### config.mk
export PLATFORM = sky130hd
export DESIGN_NAME = uart_tx_arbiter
export DESIGN_NICKNAME = d
export VERILOG_FILES = /design/src/rtl/uart_tx_arbiter.sv
export SDC_FILE = /design/constraint.sdc
export NUM_CORES = 1
export LEC_CHECK = 0
export ABC_AREA = 1
export BUFFER_PORTS_ARGS = -buffer_cell sky130_fd_sc_hd__buf_2
export CAP_MARGIN = 20
export CELL_PAD_IN_SITES_DETAIL_PLACEMENT = 0
export CELL_PAD_IN_SITES_GLOBAL_PLACEMENT = 1
export CORE_MARGIN = 3
export CORE_UTILIZATION = 35
export DETAILED_ROUTE_END_ITERATION = 8
export GPL_TIMING_DRIVEN = 0
export MAX_ROUTING_LAYER = met4
export PLACE_DENSITY = 0.76
export SETUP_SLACK_MARGIN = 0.02
export SLEW_MARGIN = 25
export SYNTH_ARGS = -nofsm -noshare
export SYNTH_HDL_FRONTEND = slang
export SYNTH_SLANG_ARGS = --single-unit
### constraint.sdc
create_clock -name clk -period 2.5 [get_ports clk]
set_input_delay 0.125 -clock clk [delete_from_list [all_inputs] [get_ports clk]]
set_output_delay 0.125 -clock clk [all_outputs]
set_load 0.05 [all_outputs]
### src/rtl/uart_tx_arbiter.sv
// uart_tx_arbiter: four-requester round-robin arbiter feeding one UART
// transmitter. A requester that starts a multi-byte packet keeps ownership
// until it sends a byte marked last. Watchdogs on SEND and LOCK release the
// transmitter if it or the owner stalls.
module uart_tx_arbiter #(
    parameter int DBIT         = 8,
    parameter int TX_TIMEOUT   = 200000,
    parameter int LOCK_TIMEOUT = 50000
) (
    input  logic              clk,
    input  logic              reset,
    input  logic [3:0]        req_valid,
    input  logic [4*DBIT-1:0] req_data,
    input  logic [3:0]        req_last,
    output logic [3:0]        req_ready,
    output logic              tx_start,
    output logic [DBIT-1:0]   tx_din,
    input  logic              tx_done_tick,
    output logic              busy,
    output logic [1:0]        grant_id,
    output logic              timeout_err
);

    // One counter serves both watchdogs: SEND and LOCK never overlap and the
    // count restarts on every state change. At least 18 bits wide.
    localparam int MAX_TO = (TX_TIMEOUT > LOCK_TIMEOUT) ? TX_TIMEOUT : LOCK_TIMEOUT;
    localparam int CW_RAW = $clog2(MAX_TO + 1);
    localparam int CW     = (CW_RAW > 18) ? CW_RAW : 18;

    localparam logic [CW-1:0] TX_LIMIT   = CW'(TX_TIMEOUT - 1);
    localparam logic [CW-1:0] LOCK_LIMIT = CW'(LOCK_TIMEOUT - 1);

    typedef enum logic [1:0] {
        IDLE = 2'd0,
        SEND = 2'd1,
        LOCK = 2'd2
    } state_t;

    state_t          state, state_next;
    logic [1:0]      ptr, ptr_next;
    logic            last_r, last_next;
    logic [CW-1:0]   cnt, cnt_next;
    logic [3:0]      ready_next;
    logic            tx_start_next;
    logic [DBIT-1:0] tx_din_next;
    logic            busy_next;
    logic [1:0]      grant_next;
    logic            timeout_next;
    logic            found;
    logic [1:0]      winner;
    logic [1:0]      idx;

    // Next-state, round-robin winner selection and next values of every
    // registered output.
    always_comb begin
        // NOTE: every signal written here gets a default first, so no path
        // through the case statement can leave one unassigned and infer a latch.
        state_next    = state;
        ptr_next      = ptr;
        last_next     = last_r;
        cnt_next      = cnt + CW'(1);
        ready_next    = 4'b0000;
        tx_start_next = tx_start;
        tx_din_next   = tx_din;
        grant_next    = grant_id;
        timeout_next  = 1'b0;
        found         = 1'b0;
        winner        = ptr;
        idx           = ptr;

        // First valid requester scanning ptr, ptr+1, ... with 2-bit wrap.
        for (int k = 0; k < 4; k++) begin
            idx = ptr + 2'(k);
            if (!found && req_valid[idx]) begin
                found  = 1'b1;
                winner = idx;
            end
        end

        case (state)
            IDLE: begin
                cnt_next      = '0;
                tx_start_next = 1'b0;
                if (found) begin
                    state_next         = SEND;
                    tx_din_next        = req_data[int'(winner)*DBIT +: DBIT];
                    last_next          = req_last[winner];
                    ready_next[winner] = 1'b1;
                    grant_next         = winner;
                    tx_start_next      = 1'b1;
                end
            end

            SEND: begin
                tx_start_next = 1'b1;
                // A done tick beats a simultaneous watchdog expiry.
                if (tx_done_tick) begin
                    tx_start_next = 1'b0;
                    cnt_next      = '0;
                    if (last_r) begin
                        state_next = IDLE;
                        ptr_next   = grant_id + 2'd1;
                    end else begin
                        state_next = LOCK;
                    end
                end else if (cnt == TX_LIMIT) begin
                    timeout_next  = 1'b1;
                    tx_start_next = 1'b0;
                    cnt_next      = '0;
                    state_next    = IDLE;
                    ptr_next      = grant_id + 2'd1;
                end
            end

            LOCK: begin
                // Only the owner is considered; done ticks are ignored here.
                tx_start_next = 1'b0;
                if (req_valid[grant_id]) begin
                    state_next           = SEND;
                    tx_din_next          = req_data[int'(grant_id)*DBIT +: DBIT];
                    last_next            = req_last[grant_id];
                    ready_next[grant_id] = 1'b1;
                    tx_start_next        = 1'b1;
                    cnt_next             = '0;
                end else if (cnt == LOCK_LIMIT) begin
                    timeout_next = 1'b1;
                    cnt_next     = '0;
                    state_next   = IDLE;
                    ptr_next     = grant_id + 2'd1;
                end
            end

            default: begin
                state_next    = IDLE;
                tx_start_next = 1'b0;
                cnt_next      = '0;
            end
        endcase

        busy_next = (state_next != IDLE);
    end

    // State, pointer, watchdog counter and all outputs, synchronously reset.
    always_ff @(posedge clk) begin
        // NOTE: non-blocking assignments so every register updates from the
        // same pre-edge values regardless of statement order.
        if (reset) begin
            state       <= IDLE;
            ptr         <= 2'd0;
            last_r      <= 1'b0;
            cnt         <= '0;
            req_ready   <= 4'b0000;
            tx_start    <= 1'b0;
            tx_din      <= '0;
            busy        <= 1'b0;
            grant_id    <= 2'd0;
            timeout_err <= 1'b0;
        end else begin
            state       <= state_next;
            ptr         <= ptr_next;
            last_r      <= last_next;
            cnt         <= cnt_next;
            req_ready   <= ready_next;
            tx_start    <= tx_start_next;
            tx_din      <= tx_din_next;
            busy        <= busy_next;
            grant_id    <= grant_next;
            timeout_err <= timeout_next;
        end
    end

endmodule

==> results.md <==
- # port buffers: 58
- Clock power frac: 12.5%
- Combinational share of power: 68.5%
- Setup bufs post-CTS: 0
- DRT Pass-1 Iters: 4
- Yosys top cell area share: 29.3%
- Post-route ant nets: 0
- Synthesized Nets: 472
- Internal: 2.06 mW
- Hold Path Origin: tx_done_tick
- # IOs: 60
- CTS tree: yes
- Final net count: 537
- Largest cells by area after synthesis: dfxtp_1, nand2_1, nand3_1, nor2_1, inv_1
- Flop pwr share: 18.9%
- Count of different cell masters after synthesis: 37
- Drt initial violations: 110
- Max Clock Freq: 461 MHz
- Vias in the first global route: 2507
- Setup crit start kind: flip-flop
- Leakage: 1.65 nW
- Worst Reg-to-Reg Cells: 10
- Tcrit/Tclk final: 86.7%
- Crit. End Element: flip-flop
- Status: complete, no violations
- Area leader, netlist: dfxtp_1
- Hold Worst Slack: 0.189 ns
- Largest net degree at the start of global routing: 15
- Worst setup path category: flip-flop to flip-flop
- Inserted Clock Buffers: 5
- Final HPWL DP: 5480 um
- Asr flop ratio synth: 0%
- Clock Sinks: 40
- Critical Path AT: 2.41 ns
- DRT Wirelength: 6870 um
- Layout cell share with drive strength beyond 1: 24.1%
- Clk buf depth: 2
- R2r setup slk: 0.33 ns
- Syn Std Cell Area: 0.00273 mm2
- Post-route DRC: 0
- Clk_skew: 0.00933 ns
- Slew @ Worst Pin: 0.552 ns
- First-pass GRT wire length: 11500 um
- Worst vdd ir: 654 uV
- Via count: 2729
- Initial Util: 36.9%
- DR WL/cell: 11.7 um
- Hold Crit Class: input pin to flip-flop
- Max Cap Violations: 0
- RSZ-0062 raised after global routing: false
- Final hold viol count: 0
- Yosys warns: 0
- CP Launch Point: state[0]
- Setup TNS: 0 ns
- Root buffer cell: clkbuf_8
- Initial antenna violation count: 0
- Die Wd: 94.4 um
- # diodes: 0
- Min Tclk post-route: 2.17 ns
- Post-synth EDFFs: 0
- Switching Fraction: 54.0%
- Cell Rows: 31
- P&R area growth vs syn: 19.6%
- Clk slew on worst S/H paths: 0.09 ns
- DIE HEIGHT: 94.4 um
- PwrDens: 1370 mW/mm2
- Worst Path Required: 2.74 ns
- Final setup fails: 0
- Gr ovfl total: 0
- Htree depth: 2
- Syn Inst Count: 420
- Util after Layout: 44.1%
- Worst-Skew Late Latency: 0.30 ns
- Max FO, Critical Path: 10
- Predominant post-synthesis flop cell: dfxtp_1
- RR Startpoint: state[0]
- Core Region: 0.00741 mm2
- #FFs+latches synth: 40
- RePlAce Congestion: 0.870
- Sequential area share after synthesis: 29.3%
- Die Footprint: 0.00890 mm2
- Synthesized area per cell: 6.51 um2
- Via/cell ratio: 4.66
- Final slew viol count: 0
- FF-to-FF End: cnt[9]
- Worst setup path endpoint: cnt[9]
- NetSw: 2.42 mW
- Max transition margin: 63.0%
- Total track usage: 16.6%
[cell usage in the layout (no fill, tap or decap), types with 4 or more instances in the layout]
| cell type | netlist | final |
|---|---|---|
| a21oi_1 | 12 | 12 |
| ha_1 | 9 | 9 |
| inv_1 | 41 | 41 |
| nand2_2 | 24 | 24 |
| o21ai_0 | 10 | 10 |
| nand4_1 | 4 | 4 |
| dfxtp_1 | 40 | 39 |
| nand3_1 | 51 | 51 |
| nand2_4 | 4 | 4 |
| nor2_1 | 55 | 55 |
| clkbuf_8 | 0 | 5 |
| nand2_1 | 118 | 118 |
| nor3_1 | 7 | 7 |
| buf_2 | 4 | 62 |
| xor2_1 | 10 | 10 |
[routing by layer]
metal	share of wire, %	vias to the layer above	track usage, %
met3	3.3	8	3.90
met1	50	1225	22.3
met2	46	37	25.7
li1	-	1459	-
met4	0.92	0	3.25
met5	0	-	-
[cell families (layout without fill, tap and decap cells)]
kind of cell,after synthesis,in the layout,share of synthesized area (%)
AND/OR/NAND/NOR,274,274,47.0
buffers and inverters,55,121,9.25
flip-flops,40,40,29.3
AO/OA/AOI/OAI,29,29,6.14
XOR/XNOR,13,13,4.17
adder cells (fa/ha/maj),9,9,4.12
[per-stage QoR]
stage | cells | setup WS (ns) | total power [mW] | area, um2
floorplan | 420 | 0.425 | 3.31 | 2730
CTS | 585 | 0.237 | 4.52 | 3260
global placement | 577 | 0.266 | 3.93 | 3150
global route | 585 | 0.0633 | 4.93 | 3270
finish | 585 | 0.333 | 4.48 | 3270
detailed placement | 577 | 0.266 | 3.94 | 3150
[power by group through the flow]
stage                     clock network [mW]  logic [mW]  registers, mW
after detailed placement                   0        3.08          0.859
after global placement                     0        3.07          0.860
after CTS                              0.582        3.09          0.846
after global routing                   0.605        3.46          0.862
final                                  0.561        3.07          0.846
after floorplan                            0        2.11           1.20
[worst min-delay path by stage]
stage / end / slack, ns / cells after the start
finish: timeout_err / 0.19 / 4
global route: timeout_err / 0.21 / 4
CTS: timeout_err / 0.19 / 4
detailed placement: cnt[0] / 0.46 / 1
global placement: cnt[0] / 0.44 / 1
floorplan: timeout_err / 0.34 / 3
[state kept, by name, indices dropped and copies added (netlist names)]
name,count
busy,1
cnt,18
grant_id,2
last_r,1
ptr,2
req_ready,4
state,2
timeout_err,1
tx_din,8
tx_start,1
[final cells by class]
cell class                 instances  area [um2]
clock buffer                       5        68.8
buffer                            11        85.1
tap                               99         124
fill                             838        4140
clock inverter                     3        46.3
timing repair buffer              58         290
inverter                          44         171
multi-input combinational        325        1680
sequential                        40         802
[Yosys cell counts, types with 2 or more instances]
library cell  instances
a21oi_1              12
nand2_1             118
xnor2_1               3
nor2_1               55
o21ai_0              10
ha_1                  9
buf_2                 4
a22oi_1               2
nand3_2               2
nor3_1                7
buf_6                 2
inv_1                41
nand2_4               4
nand4_1               4
or2_2                 2
nand2_2              24
dfxtp_1              40
nand3_1              51
xor2_1               10
a31oi_1               2
clkbuf_1              2
[worst max-delay path, cell delays in order (launching register included)]
cell        delay [ns]
dfxtp_1           0.35
inv_1             0.09
ha_1              0.13
buf_2             0.22
clkinvlp_4        0.24
nor2_1            0.19
o21ai_0           0.10
nand2_1           0.08
nand3_1           0.28
buf_2             0.31
nor2_1            0.10
[what timing repair did]
action                                 in CTS  in global routing
resized for setup                           0                  2
hold buffers                                0                  0
setup endpoints to repair                   0                 12
endpoints found under the hold margin       0                  0
Power figures use the tool's default switching activity.
